$ cat config.mk
export PLATFORM = sky130hd
export DESIGN_NAME = stopwatch_core
export DESIGN_NICKNAME = d
export VERILOG_FILES = /design/src/rtl/stopwatch_core.sv
export SDC_FILE = /design/constraint.sdc
export NUM_CORES = 1
export LEC_CHECK = 0
export BUFFER_PORTS_ARGS = -buffer_cell sky130_fd_sc_hd__buf_2
export CAP_MARGIN = 20
export CELL_PAD_IN_SITES_DETAIL_PLACEMENT = 1
export CELL_PAD_IN_SITES_GLOBAL_PLACEMENT = 2
export CORE_AREA = 2 2 133 135
export DETAILED_ROUTE_END_ITERATION = 8
export DIE_AREA = 0 0 135 137
export GPL_TIMING_DRIVEN = 0
export PLACE_DENSITY = 0.9
export SETUP_SLACK_MARGIN = 0.02
export SLEW_MARGIN = 20
export SYNTH_ARGS = -nofsm -noshare
export SYNTH_HDL_FRONTEND = slang
export SYNTH_SLANG_ARGS = --single-unit
$ cat constraint.sdc
create_clock -name clk -period 10.8 [get_ports clk]
set_input_delay 1.08 -clock clk [delete_from_list [all_inputs] [get_ports clk]]
set_output_delay 1.08 -clock clk [all_outputs]
set_load 0.03 [all_outputs]
$ cat src/rtl/stopwatch_core.sv
// Stopwatch / countdown engine with mm:ss-style mixed-radix digits, lap freeze,
// per-digit adjust with blink, and a registered multiplexed seven-segment driver.
module stopwatch_core #(
    parameter int CLK_HZ    = 100000000,
    parameter int TICK_HZ   = 1,
    parameter int DIGITS    = 4,
    parameter int SCAN_DIV  = 65536,
    parameter int BLINK_DIV = 25000000
) (
    input  logic                      clk,
    input  logic                      rst,
    input  logic                      start_stop,
    input  logic                      lap,
    input  logic                      dir,
    input  logic                      adj,
    input  logic [$clog2(DIGITS)-1:0] adj_sel,
    input  logic [3:0]                adj_val,
    output logic [6:0]                seg,
    output logic [DIGITS-1:0]         an,
    output logic                      running,
    output logic                      done
);
    localparam int TDIV = CLK_HZ / TICK_HZ;
    localparam int PW   = (TDIV > 1) ? $clog2(TDIV) : 1;
    localparam int SW   = (SCAN_DIV > 1) ? $clog2(SCAN_DIV) : 1;
    localparam int BW   = (BLINK_DIV > 1) ? $clog2(BLINK_DIV) : 1;
    localparam int IW   = $clog2(DIGITS);

    typedef logic [3:0] digs_t [DIGITS];

    digs_t             dig_q, dig_nx, lap_q, lap_nx;
    logic [PW-1:0]     presc_q, presc_nx;
    logic [SW-1:0]     scan_cnt_q, scan_cnt_nx;
    logic [BW-1:0]     blink_cnt_q, blink_cnt_nx;
    logic [IW-1:0]     idx_q, idx_nx;
    logic              frozen_q, frozen_nx, blink_on_q, blink_on_nx;
    logic              run_nx, done_nx, tick, term, carry;
    logic [3:0]        shown;
    logic [6:0]        seg_nx;
    logic [DIGITS-1:0] an_nx;

    // Odd digits are tens-of-seconds/minutes (radix 6), even digits radix 10.
    function automatic logic [3:0] digit_max(input int i);
        return (i % 2 == 1) ? 4'd5 : 4'd9;
    endfunction

    function automatic logic is_zero(input digs_t d);
        logic z;
        z = 1'b1;
        for (int i = 0; i < DIGITS; i++) if (d[i] != 4'd0) z = 1'b0;
        return z;
    endfunction

    function automatic logic [6:0] hex7(input logic [3:0] v);
        case (v)
            4'h0: return 7'b1000000;
            4'h1: return 7'b1111001;
            4'h2: return 7'b0100100;
            4'h3: return 7'b0110000;
            4'h4: return 7'b0011001;
            4'h5: return 7'b0010010;
            4'h6: return 7'b0000010;
            4'h7: return 7'b1111000;
            4'h8: return 7'b0000000;
            4'h9: return 7'b0010000;
            4'hA: return 7'b0001000;
            4'hB: return 7'b0000011;
            4'hC: return 7'b1000110;
            4'hD: return 7'b0100001;
            4'hE: return 7'b0000110;
            default: return 7'b0001110;
        endcase
    endfunction

    assign tick = running && (presc_q == PW'(TDIV - 1));

    // NOTE: every signal written here is given a default first so no latch is inferred.
    always_comb begin
        dig_nx    = dig_q;
        lap_nx    = lap_q;
        presc_nx  = presc_q;
        run_nx    = running;
        done_nx   = done;
        frozen_nx = frozen_q;
        term      = 1'b0;
        carry     = 1'b1;
        if (adj) begin
            run_nx   = 1'b0;
            presc_nx = '0;
            for (int i = 0; i < DIGITS; i++)
                if (int'(adj_sel) == i)
                    dig_nx[i] = (adj_val > digit_max(i)) ? digit_max(i) : adj_val;
        end else begin
            if (running) presc_nx = tick ? '0 : presc_q + PW'(1);
            if (tick) begin
                for (int i = 0; i < DIGITS; i++) begin
                    if (carry) begin
                        if (!dir) begin
                            if (dig_q[i] == digit_max(i)) dig_nx[i] = 4'd0;
                            else begin dig_nx[i] = dig_q[i] + 4'd1; carry = 1'b0; end
                        end else begin
                            if (dig_q[i] == 4'd0) dig_nx[i] = digit_max(i);
                            else begin dig_nx[i] = dig_q[i] - 4'd1; carry = 1'b0; end
                        end
                    end
                end
                term = dir && is_zero(dig_nx);
            end
            if (start_stop) begin
                if (running) run_nx = 1'b0;
                else if (!(dir && is_zero(dig_q))) begin
                    run_nx  = 1'b1;
                    done_nx = 1'b0;
                end
            end
            if (term) begin
                run_nx  = 1'b0;
                done_nx = 1'b1;
            end
        end
        // Any stop releases the display; otherwise lap toggles the freeze.
        if (running && !run_nx) frozen_nx = 1'b0;
        else if (lap) begin
            if (frozen_q) frozen_nx = 1'b0;
            else if (running) begin
                frozen_nx = 1'b1;
                lap_nx    = dig_q;
            end
        end
    end

    always_comb begin
        scan_cnt_nx  = (scan_cnt_q == SW'(SCAN_DIV - 1)) ? '0 : scan_cnt_q + SW'(1);
        idx_nx       = idx_q;
        if (scan_cnt_q == SW'(SCAN_DIV - 1))
            idx_nx = (idx_q == IW'(DIGITS - 1)) ? '0 : idx_q + IW'(1);
        blink_cnt_nx = (blink_cnt_q == BW'(BLINK_DIV - 1)) ? '0 : blink_cnt_q + BW'(1);
        blink_on_nx  = (blink_cnt_q == BW'(BLINK_DIV - 1)) ? ~blink_on_q : blink_on_q;
    end

    // Display registers are loaded from next-state values so seg/an track the new index.
    always_comb begin
        shown = 4'd0;
        for (int i = 0; i < DIGITS; i++)
            if (idx_nx == IW'(i)) shown = frozen_nx ? lap_nx[i] : dig_nx[i];
        seg_nx = (adj && (adj_sel == idx_nx) && !blink_on_nx) ? 7'h7F : hex7(shown);
        an_nx  = ~(DIGITS'(1) << idx_nx);
    end

    // NOTE: state uses non-blocking assignments only; the small digit arrays are reset too.
    always_ff @(posedge clk or posedge rst) begin
        if (rst) begin
            dig_q       <= '{default: 4'd0};
            lap_q       <= '{default: 4'd0};
            presc_q     <= '0;
            running     <= 1'b0;
            done        <= 1'b0;
            frozen_q    <= 1'b0;
            scan_cnt_q  <= '0;
            idx_q       <= '0;
            blink_cnt_q <= '0;
            blink_on_q  <= 1'b1;
            seg         <= 7'b1000000;
            an          <= ~DIGITS'(1);
        end else begin
            dig_q       <= dig_nx;
            lap_q       <= lap_nx;
            presc_q     <= presc_nx;
            running     <= run_nx;
            done        <= done_nx;
            frozen_q    <= frozen_nx;
            scan_cnt_q  <= scan_cnt_nx;
            idx_q       <= idx_nx;
            blink_cnt_q <= blink_cnt_nx;
            blink_on_q  <= blink_on_nx;
            seg         <= seg_nx;
            an          <= an_nx;
        end
    end
endmodule
[Word level (Yosys, flattened, before mapping)]
Memory sizes are Yosys's and may differ from the RTL's.
Cells that the tools add are included.
Word-level totals
  memory bits (read-only): 112
  register bits after elaboration: 117
  bits of input ports: 12
  word-level logic and storage cells: 176
  memories kept: 1
  output and inout port bits: 13
Memories
  (no name shown): depth 16, bits a word 7, rd ports 1, clocked after Yosys merged registers in 0, wr ports 0, RTL line 55  | case (v)
Cells by class
  shifts and indexed selects: 1
  multiplexer cells: 97
  order comparisons: 2
  add/subtract/negate cells: 12
  reduce and logical (&&, ||, !) cells: 25
  eq/ne operators: 17
  bitwise gates (word level): 3
Operator list (count)
  $mux 4: 37
  $mux 16: 7
  $mux 27: 3
  $mux 1: 46
  $reduce_bool 4->1: 8
  $add 27x1->27 const B: 1
  $eq 27x27->1 const B: 1
  $add 25x1->25 const B: 1
  $eq 25x25->1 const B: 1
  $mux 25: 1
  $add 16x1->16 const B: 1
  $add 4x1->4 const B: 4
  $eq 16x16->1 const B: 1
  $logic_not 4->1: 4
  $sub 4x1->4 const B: 4
  $eq 2x2->1 const B: 5
  $eq 4x3->1 const B: 2
  $eq 4x4->1 const B: 2
  $mux 7: 1
  $logic_and 1x1->1: 6
  $eq 2x1->1 const B: 2
  $gt 4x3->1 const B: 1
  $gt 4x4->1 const B: 1
  $logic_not 2->1: 2
  10 further kinds: 15

[Depth between registers and ports, before layout]
Gate-level depths: netlist of the first run.
An unclocked memory read counts as a cell.
  depth in word-level cells: 33
  mapped depth: 21
  mapped depth without buffers: 17

[Least setup slack after synthesis of the first run]
No wires, ideal clock.
  path kind: input to register
  start point: input dir
  end point: register seg[3]
  buffers on the path: 2
  library setup time: 0.070 ns
  setup slack: 6.261 ns
  stages: 19
  arrival: 4.469 ns
  path through: nor3b_1 o21bai_4 a21o_1 mux2i_1 or4b_1 buf_2 nor3_4 or2_4 inv_4 o22ai_1 nor3_1 or3_1 buf_2 inv_1 ha_1 inv_1 mux2i_1 mux2_2 nand2_1
On the way
  longest elaborated chain between the ends: 31
  elaborated cells between the ends (all ways): 61
  those cells by class: mux: 52; reduce/logical: 8; memory: 1
Ends and longest elaborated chain
  start, declared: RTL line 14  | input logic dir,
  $mux 1: RTL line 98  | if (!dir) begin
  $mux 1: RTL line 95  | if (tick) begin
  $mux 1: RTL line 87  | if (adj) begin
  $mux 1: RTL line 97  | if (carry) begin
  $mux 1: RTL line 95
  $mux 1: RTL line 87
  $mux 1: RTL line 97
  $mux 1: RTL line 95
  (+14 left out)
  $logic_and 1x1->1 *: RTL line 122  | if (running && !run_nx) frozen_nx = 1'b0;
  $mux 1 *: RTL line 122
  via frozen_nx: RTL line 36  | logic frozen_q, frozen_nx, blink_on_q, blink_on_nx;
  $mux 4 (4 in series): RTL line 145  | if (idx_nx == IW'(i)) shown = frozen_nx ? lap_nx[i] : dig_nx[i];
  $mux 4 *: RTL line 145
  $mem_v2 16x7 *
  $mux 7 *: RTL line 146  | seg_nx = (adj && (adj_sel == idx_nx) && !blink_on_nx) ? 7'h7F : hex7(shown);
  via seg_nx[3]: RTL line 39  | logic [6:0] seg_nx;
  end signal, assigned: RTL line 176  | seg <= seg_nx;
  end, declared: RTL line 18  | output logic [6:0] seg,
Mark *: on every way through the listed nets, which the timed path passes. The rest lies on a longest branch. The select of a mux whose other input is x is not followed.
A chain may end at the register's enable or synchronous reset.

[Worst setup path in the final report of the first run]
Ends and elaborated chain as after synthesis.

==> results by group, run 1 <==
Logic synthesis
  • Post-synthesis cell type count: 80
  • Leading post-synthesis cells by cell area: dfrtp_1 (40%), nand2_1 (4.8%), nor2_1 (4.8%)
  • Post-Syn Instances: 810
  • Share of the yosys chip area belonging to registers: 0.415
  • Post-synth top flop: dfrtp_1
  • Synth cell count leaders: dfrtp_1 (112), nand2_1 (90), nor2_1 (90)
  • Number of flops mapped to enable cells by yosys: 0
  • Post-synth top area share: 0.397
  • Top-count cell post-synth: dfrtp_1
  • Synth Cell Area: 0.00707 mm²
  • FFs w/ async S/R, synth: 1.00
  • Register bit total from synthesis: 117
  • Post-synth net total: 832
  • Synth warn: 0
  • Avg Cell Area, Syn: 8.72 µm²
  • Cell taking the most area after synthesis: dfrtp_1

Clocking
  • Hold_buf cts: 0
  • Clock root buffer: clkbuf_16
  • Buffers inserted by post-CTS timing repair: 0
  • CTS tree: done
  • Inserted Clock Buffers: 17
  • # resized after CTS: 0
  • Clk_lat worst skew: 0.42 ns
  • Clock transition at path regs: 0.05 ns
  • H-tree Lvls: 4
  • Clk sinks: 117
  • Max clock buf depth: 2

Timing
  • Fmax: 196 MHz
  • Clk_skew: 0.0119 ns
  • Max Slew Vio Count: 0
  • Setup-failing EPs final: 0
  • Setup Total Neg Slack: 0 ns
  • Fin crit share: 0.472
  • Hold Vio Cnt, Final: 0
  • Worst Tran Pin Value: 0.758 ns
  • Minimum clock period: 5.10 ns
  • Final worst slack: 5.70 ns
  • Rel. slew slack: 0.495
  • RSZ-0062 raised after global routing: false

Critical path
  • Stages on worst setup path: 20
  • Most used cell, CP: buf_2
  • Slowest stage delay, CP: 0.46 ns
  • Worst path required time: 11.15 ns
  • Worst-path fanout max: 10
  • Cell family with most CP delay: buffers and inverters
  • R2R cell count: 18
  • CP Buf/Inv Count: 8
  • CP Launch Type: primary input
  • Slowest cell on the critical path: or4b_1
  • Critical-path cell list: buf_2 -> clkbuf_1 -> clkbuf_1 -> o21ai_1 -> a21oi_1 -> or4b_1 -> buf_2 -> nor3_4 -> or2_4 -> inv_4 -> o22ai_1 -> nor3_1 -> or3_1 -> buf_2 -> inv_1 -> ha_1 -> inv_1 -> mux2i_1 -> mux2_2 -> nand2_1
  • CP arrival: 5.45 ns
  • Critical Setup Path Class: in -> reg
  • CP Capture Type: register

Placement
  • Final HPWL DP: 16200 µm
  • Pre-CTS setup slack: 5.37 ns
  • GPL Wtd Cong: 0.924
  • Port bufs: 22

Global routing
  • Global route overflow: 0
  • Pin count of the biggest net entering global routing: 80
  • Global-route wire length before repair: 36900 µm
  • Number of global-route vias before repair: 6871
  • Initial antenna violation count: 0
  • Gr usage total: 0.256

Floorplan
  • Die area: 0.0185 mm²
  • Row cnt: 48
  • Core area: 0.0171 mm²
  • DIE HEIGHT: 137 µm
  • Die X: 135 µm
  • I/O pins: 25
  • Initial Utilization: 0.414

Power and ir drop
  • Leakage Power: 3.45 nW
  • Pwr Density: 166 mW/mm²
  • VDD IR-drop max: 0.000108 V

Routing
  • DRC viols: 0
  • Final Routed Wirelength: 22900 µm
  • DRT Pass-1 Iters: 5
  • DR WL/cell: 21.0 µm
  • Vias/cell: 6.00
  • Antenna Nets Post-Route: 0
  • Initial DRC count: 621
  • Via count: 6539

Min path
  • Min-Delay Path Depth: 1
  • Worst hold path class: reg -> reg

Finish
  • ANT cells: 0
  • Area grow syn2layout: 14.9%
  • Nets@finish: 874
  • Layout cell share with drive strength beyond 1: 0.102

Status
  • Status: completed

Run
  • Max-Cap Viols: 0
-- through the flow --
stage / std cells / cell area, µm² / utilization / power, W / hold WS [ns]
finish: 1090 / 8120 / 0.476 / 0.00135 / 0.478
global route: 1090 / 8120 / 0.476 / 0.00140 / 0.495
CTS: 1090 / 8120 / 0.476 / 0.00135 / 0.477
detailed placement: 1058 / 7490 / 0.439 / 0.000736 / 0.466
global placement: 1057 / 7460 / 0.437 / 0.000722 / 0.452
floorplan: 810 / 7070 / - / 0.000661 / 0.439
-- per-layer routing --
metal	share of wire	GRT usage	wire (µm)
met3	0.048	0.0470	1090
met1	0.44	0.334	10200
met2	0.48	0.428	11100
met5	0	0	0
met4	0.024	0.0903	556
-- flip-flops by register name (all words and copies together), names as in the netlist --
name and flops:
scan_cnt_q 16, done 1, idx_q 2, frozen_q 1, presc_q 27, dig_q 16
an 4, running 1, lap_q 16, blink_on_q 1, seg 7, blink_cnt_q 25
-- cell usage in the layout, fill, tap and decap left out, types with 23 or more instances in the layout --
| master | n |
|---|---|
| a21oi_1 | 36 |
| buf_2 | 29 |
| clkbuf_1 | 30 |
| dfrtp_1 | 112 |
| inv_1 | 23 |
| nand2_1 | 90 |
| nand3_1 | 35 |
| nor2_1 | 90 |
| o21ai_0 | 45 |
| xnor2_1 | 24 |
| xor2_1 | 30 |
-- layout make-up --
class	count	area, µm²
fill	2015	8940
sequential	117	2930
clock inverter	9	151
buffer	40	170
multi-input combinational	627	3860
clock buffer	23	478
inverter	26	105
timing repair buffer	23	138
tap	225	282
-- power by group --
group,internal (W),switching [W],total (W)
Combinational,0.0000831,0.000159,0.000242
Clock,0.000404,0.000209,0.000613
Sequential,0.000471,0.0000199,0.000491
Total,0.000958,0.000388,0.00135
-- worst paths after layout --
| kind | end | slack [ns] | start |
|---|---|---|---|
| max in group asynchronous | an[2] | 9.36 | rst |
| worst min register to register | scan_cnt_q[8] | 0.48 | scan_cnt_q[8] |
| worst min-delay path | scan_cnt_q[8] | 0.48 | scan_cnt_q[8] |
| worst max-delay path | seg[3] | 5.70 | dir |
| min in group asynchronous | blink_cnt_q[9] | 0.65 | rst |
| worst max register to register | seg[3] | 5.90 | dig_q[4] |
-- cell families after synthesis --
logic type | count (synthesis) | share of synthesized area
xor gates and xnor gates | 54 | 0.0669
buffers and inverters | 66 | 0.0382
DFF | 117 | 0.415
adders and majority gates | 10 | 0.0177
AOI/OAI and AO/OA | 180 | 0.170
muxes | 13 | 0.0191
and+or+nand+nor | 370 | 0.273
-- worst reg2reg max path: stages, from the launching register on --
cell      delay (ns)
dfrtp_1         0.31
clkbuf_1        0.41
clkbuf_1        0.55
a21oi_1         0.14
o311ai_0        0.56
mux2i_1         0.15
a21oi_1         0.39
nand2b_1        0.35
nor2_1          0.18
nor3_1          0.24
nor3_1          0.11
or3_1           0.40
buf_2           0.17
inv_1           0.13
ha_1            0.25
inv_1           0.08
mux2i_1         0.07
mux2_2          0.28
nand2_1         0.06
(Power assumes the default switching activity.)
==> run 2, diff against run 1 <==
- ABC_AREA: default -> 1
- CORE_AREA: 2 2 133 135 -> 2 2 152 154
- DIE_AREA: 0 0 135 137 -> 0 0 154 156
- PLACE_DENSITY: 0.9 -> 0.82
- clock period: 10.8 -> 4.3 ns (I/O delays scaled with it)
==> run 2 against run 1 <==
The flow now finishes with violations (hold timing). Die area grew 30%. Worst hold slack lost 0.48 ns. Count of clock-buffer cells in the layout grew 3. Power grew to 2.5 times the previous value. Clock power grew 140%.
==> results by group, run 2 <==
Finish
  • Largest registers: presc_q (27), blink_cnt_q (25)
  • Number of flip-flops in the largest register: 27
  • Area grow syn2layout: 15.3%
  • Nets@finish: 1096
  • Top reg by flops: presc_q
  • Core Util, Final: 0.374
  • Finished Layout Cells: 1371
  • Layout cell share with drive strength beyond 1: 0.0985
  • Commonest non-fill, non-tap cell in the layout: nand2_1
  • Fillers: 2849
  • ANT cells: 0
  • Cell area after layout: 0.00835 mm²
  • Highest-count cells in the layout ignoring fill and taps: nand2_1 (270), inv_1 (164), nor2_1 (128), dfrtp_1 (112), nand3_1 (53)

Routing
  • DR WL/cell: 15.1 µm
  • DRC viols: 0
  • Via count: 6633
  • Final Routed Wirelength: 20700 µm
  • Vias/cell: 4.84
  • DRT Pass-1 Iters: 4
  • Antenna Nets Post-Route: 0
  • Initial DRC count: 267

Placement
  • GPL Wtd Cong: 0.862
  • Placed Instance Area: 0.00775 mm²
  • Final HPWL DP: 15700 µm
  • Cell count after placement: 1340
  • Port bufs: 22

Logic synthesis
  • Register bit total from synthesis: 117
  • Cell taking the most area after synthesis: dfrtp_1
  • Post-Syn Instances: 1032
  • Share of the yosys chip area belonging to registers: 0.405
  • Leading post-synthesis cells by cell area: dfrtp_1 (39%), nand2_1 (14%), inv_1 (8.5%)
  • Post-synth top flop: dfrtp_1
  • Synth Cell Area: 0.00724 mm²
  • Synth cell count leaders: nand2_1 (270), inv_1 (165), nor2_1 (129)
  • Post-synthesis cell type count: 46
  • Synth warn: 0
  • Top-count cell post-synth: nand2_1
  • Avg Cell Area, Syn: 7.02 µm²
  • FFs w/ async S/R, synth: 1.00
  • Number of flops mapped to enable cells by yosys: 0
  • Post-synth top area share: 0.387
  • Post-synth net total: 1054

Global routing
  • Pin count of the biggest net entering global routing: 69
  • Gr usage total: 0.186
  • Global route overflow: 0
  • Number of global-route vias before repair: 6923
  • Global-route wire length before repair: 35500 µm
  • Initial antenna violation count: 0

Timing
  • Setup-failing EPs final: 0
  • Max Slew Vio Count: 0
  • Clk_skew: 0.0121 ns
  • Final Hold Slack: -0.00154 ns
  • Minimum clock period: 3.82 ns
  • RSZ-0062 raised after global routing: false
  • Fmax: 262 MHz
  • Rel. slew slack: 0.363
  • Worst Tran Pin Value: 0.948 ns
  • Hold Vio Cnt, Final: 6
  • Fin crit share: 0.888

Clocking
  • Clock root buffer: clkbuf_16
  • Inserted Clock Buffers: 17
  • Buffers inserted by post-CTS timing repair: 0
  • Max clock buf depth: 2
  • Clk sinks: 117
  • Clock transition at path regs: 0.06 ns
  • CTS tree: done
  • Clk_lat worst skew: 0.43 ns
  • H-tree Lvls: 4

Floorplan
  • Die X: 154 µm
  • Row cnt: 55
  • DIE HEIGHT: 156 µm
  • Initial Utilization: 0.324
  • Core area: 0.0224 mm²
  • Die area: 0.0240 mm²
  • I/O pins: 25

Run
  • Max-Cap Viols: 0

Critical path
  • Slowest cell on the critical path: clkbuf_1
  • CP arrival: 4.12 ns
  • Worst path required time: 4.60 ns
  • CP Capture Type: register
  • CP Launch Point: presc_q[0]
  • R2R Path End: seg[1]
  • CP Launch Type: register
  • Critical Setup Path Class: reg -> reg
  • R2r setup slk: 0.48 ns
  • Critical-path cell list: ha_1 -> nand2_1 -> nor2_1 -> nand2_1 -> nor2_1 -> nand2_1 -> inv_1 -> nor2_4 -> inv_1 -> clkbuf_1 -> o21ai_0 -> o21bai_1 -> o21ai_0 -> nor2_1 -> nor2_1 -> nand2_1 -> inv_2 -> ha_1 -> inv_1 -> nor2_1 -> a21oi_1 -> nand2_1
  • Slowest stage delay, CP: 0.46 ns
  • RR Startpoint: presc_q[0]
  • Cell family with most CP delay: simple AND/OR/NAND/NOR gates
  • R2R cell count: 22
  • Worst-path fanout max: 10
  • CP Buf/Inv Count: 5

Power and ir drop
  • VDD IR-drop max: 0.000224 V
  • Leakage Power: 4.11 nW
  • Pwr Density: 404 mW/mm²

Status
  • Status: finished, violations left
  • Violated checks: hold timing

Min path
  • Worst hold path class: in -> async
-- run 2: changes by cell type in the layout (fill, tap and decap cells not counted), moves of 10 or more --
cell / delta
nand2b_1: -12
or3_1: -11
clkbuf_1: -17
xnor2_1: -19
nor2b_1: -12
a22oi_1: -12
nand2_1: +180
inv_1: +141
nor2_1: +38
nand3_1: +18
nor3_1: +10
and3_1: -15
-- run 2: kinds of logic (layout without fill, tap and decap cells) --
logic type,Yosys count,in the layout,synth area share
flops,117,117,0.405
compound gates,142,142,0.113
buf+inv,198,252,0.109
simple gates,539,539,0.324
xor+xnor,26,26,0.0314
fa+ha+maj,10,10,0.0173
-- run 2: timing repair --
action | 4_1_cts | 5_1_grt
gates resized for setup | 0 | 3
setup endpoints to repair | 0 | 7
hold buffers | 0 | 0
-- run 2: area by class of cell --
type	count	area [µm²]	share of cell area
clock buffer	26	489	0.0586
clock inverter	5	100	0.0120
multi-input combinational	717	3540	0.424
tap	285	357	0.0427
timing repair buffer	23	138	0.0165
buffer	25	139	0.0166
sequential	117	2930	0.351
inverter	173	657	0.0786
-- run 2: how the worst max path moves through the flow --
stage	slack (ns)	end	cells past startpoint
after global routing	0.06	seg[1]	22
after detailed placement	0.20	seg[3]	23
after floorplan	0.78	an[0]	1
after CTS	0.14	seg[3]	23
final	0.48	seg[1]	22
after global placement	-1.0	seg[3]	2
-- run 2: per-layer routing --
metal  share of wire  vias to the layer above  GRT usage
li1                -                     3370          -
met1            0.49                     3162      0.247
met2            0.47                       78      0.310
met3           0.028                       23     0.0311
met4           0.017                        0     0.0583
met5               0                        -          0
-- run 2: worst reg2reg max path, cell delays in order, from the launching register on --
cell	delay, ns
dfrtp_1	0.40
ha_1	0.19
nand2_1	0.08
nor2_1	0.20
nand2_1	0.17
nor2_1	0.12
nand2_1	0.11
inv_1	0.12
nor2_4	0.09
inv_1	0.16
clkbuf_1	0.46
o21ai_0	0.15
o21bai_1	0.25
o21ai_0	0.22
nor2_1	0.06
nor2_1	0.08
nand2_1	0.15
inv_2	0.14
ha_1	0.24
inv_1	0.07
nor2_1	0.05
a21oi_1	0.13
nand2_1	0.06
-- run 2: per-stage QoR --
step / hold slack, ns / total power [W] / TNS, ns / setup WS [ns]
after floorplan: 0.433 / 0.00174 / 0 / 0.778
after global placement: 0.454 / 0.00192 / -110.40 / -0.996
after detailed placement: 0.458 / 0.00194 / 0 / 0.195
after CTS: 0.00610 / 0.00341 / 0 / 0.142
after global routing: 0.0203 / 0.00357 / 0 / 0.0617
final: -0.00154 / 0.00337 / 0 / 0.480
-- run 2: where the power goes --
group | switching, W | internal (W)
registers | 0.0000486 | 0.00120
logic | 0.000471 | 0.000201
clock network | 0.000499 | 0.000952
total | 0.00102 | 0.00235
==> run 3, diff against run 2 <==
- CELL_PAD_IN_SITES_DETAIL_PLACEMENT: 1 -> 0
- CELL_PAD_IN_SITES_GLOBAL_PLACEMENT: 2 -> 1
- CORE_AREA: 2 2 152 154 -> 2 2 136 138
- DIE_AREA: 0 0 154 156 -> 0 0 138 140
- PLACE_DENSITY: 0.82 -> 0.81
==> run 3 against run 2 <==
The flow now finishes without violations. Critical path depth is 1 lower. Sequential power hardly changed. Die area is 20% lower. Routed wire length is 13% lower. Global-route usage is 0.65 points higher. First-iteration DRC count is 98% higher. Sequential cell count stayed put. Critical path type unchanged.
==> results by group, run 3 (synthesis gave the netlist of run 2 again) <==
Placement
  • Final HPWL DP: 13500 µm
  • Pre-CTS setup slack: 0.360 ns
  • Port bufs: 22
  • GPL Wtd Cong: 0.878

Timing
  • RSZ-0062 raised after global routing: false
  • Fin crit share: 0.897
  • Setup-failing EPs final: 0
  • Clk_skew: 0.00985 ns
  • Rel. slew slack: 0.252
  • Hold Vio Cnt, Final: 0
  • Max Slew Vio Count: 0
  • Worst Tran Pin Value: 1.11 ns
  • Minimum clock period: 3.86 ns
  • Final worst slack: 0.442 ns
  • Fmax: 259 MHz

Critical path
  • Critical Setup Path Class: reg -> reg
  • CP Buf/Inv Count: 3
  • Slowest cell on the critical path: nor4_1
  • Worst path required time: 4.59 ns
  • Worst-path fanout max: 10
  • Most used cell, CP: nand2_1
  • Critical-path cell list: clkbuf_1 -> nor2_1 -> nand2_1 -> nor4_1 -> nand3_1 -> nand3_1 -> o31ai_1 -> nand3_2 -> buf_2 -> nand2_1 -> o21ai_0 -> nand2_1 -> nand2_1 -> nand2_1 -> nor2_2 -> inv_1 -> ha_1 -> nand4_1 -> nand2_1 -> nand2_1 -> nand3_1
  • CP Capture Type: register
  • CP arrival: 4.15 ns
  • Slowest stage delay, CP: 0.45 ns
  • CP Launch Type: register
  • Cell family with most CP delay: simple AND/OR/NAND/NOR gates

Floorplan
  • Row cnt: 49
  • Core area: 0.0178 mm²
  • Die X: 138 µm
  • I/O pins: 25
  • Initial Utilization: 0.407
  • Die area: 0.0193 mm²
  • DIE HEIGHT: 140 µm

Finish
  • Layout cell share with drive strength beyond 1: 0.101
  • Commonest non-fill, non-tap cell in the layout: nand2_1
  • Area grow syn2layout: 14.9%
  • Top reg by flops: presc_q
  • ANT cells: 0
  • Highest-count cells in the layout ignoring fill and taps: nand2_1 (270), inv_1 (164), nor2_1 (128), dfrtp_1 (112), nand3_1 (53)
  • Largest registers: presc_q (27), blink_cnt_q (25)
  • Nets@finish: 1096
  • Number of flip-flops in the largest register: 27
  • Fillers: 1856
  • Core Util, Final: 0.468

Clocking
  • CTS tree: done
  • H-tree Lvls: 4
  • Inserted Clock Buffers: 17
  • Clk sinks: 117
  • Clock transition at path regs: 0.06 ns
  • Clk_lat worst skew: 0.42 ns
  • Max clock buf depth: 2
  • Clock root buffer: clkbuf_16

Status
  • Status: completed

Min path
  • Worst hold path class: in -> async

Routing
  • Vias/cell: 4.95
  • DRT Pass-1 Iters: 5
  • DRC viols: 0
  • Antenna Nets Post-Route: 0
  • Initial DRC count: 529
  • Via count: 6510
  • Final Routed Wirelength: 18100 µm
  • DR WL/cell: 13.7 µm

Power and ir drop
  • Tot Pwr: 0.00345 W
  • Pwr Density: 415 mW/mm²
  • VDD IR-drop max: 0.000288 V
  • Leakage Power: 4.13 nW

Global routing
  • Number of global-route vias before repair: 6096
  • Pin count of the biggest net entering global routing: 76
  • Initial antenna violation count: 0
  • Global route overflow: 0
  • Global-route wire length before repair: 30200 µm
  • Gr usage total: 0.193

Run
  • Max-Cap Viols: 0
[run 3: layout make-up]
type | count | area (µm²) | area share
clock buffer | 24 | 502 | 0.0603
timing repair buffer | 23 | 138 | 0.0165
clock inverter | 8 | 144 | 0.0173
sequential | 117 | 2930 | 0.353
buffer | 25 | 139 | 0.0167
inverter | 173 | 654 | 0.0786
multi-input combinational | 717 | 3520 | 0.424
tap | 229 | 287 | 0.0344
[run 3: per-stage QoR]
stage / instances / hold slack, ns / area (µm²) / TNS, ns
finish: 1316 / 0.122 / 8320 / 0
global placement: 1283 / 0.451 / 7640 / -90.68
CTS: 1316 / 0.155 / 8320 / 0
global route: 1316 / 0.196 / 8320 / 0
floorplan: 1032 / 0.433 / 7240 / 0
detailed placement: 1284 / 0.454 / 7670 / 0
[run 3: worst reg2reg max path: cells and delay by family, from the launching register on]
family	cells	cell delay (ns)
simple gates	15	2.22
buf+inv	3	0.57
flops	1	0.35
compound gates	2	0.35
fa+ha+maj	1	0.22
[run 3: repair_timing]
action,in CTS,in global routing
hold endpoints to repair,0,0
hold buffers,0,0
resized for setup,0,1
buffers inserted,0,0
endpoints found under the setup margin,0,6
[run 3: final timing paths]
check                              start       endpoint  slack [ns]  cells after the start
setup reg to reg                dig_q[1]         seg[3]        0.44                     21
setup / recovery                dig_q[1]         seg[3]        0.44                     21
hold reg to reg            scan_cnt_q[0]  scan_cnt_q[0]        0.45                      1
hold / removal                       rst    presc_q[21]        0.12                      2
min in group clk              start_stop           done        0.39                      4
max in group asynchronous            rst          an[1]        3.44                      3
[run 3: report_power, final]
group	leakage (nW)	switching [W]	internal (W)
combinational	2.31	0.000453	0.000200
sequential	1.50	0.0000461	0.00120
clock	0.320	0.000505	0.00104
[run 3: per-layer routing]
layer / up-vias / GRT usage / share of wire
li1: 3383 / - / -
met1: 2993 / 0.266 / 0.49
met2: 119 / 0.309 / 0.46
met3: 15 / 0.0359 / 0.043
met4: 0 / 0.0585 / 0.012
met5: - / 0 / 0
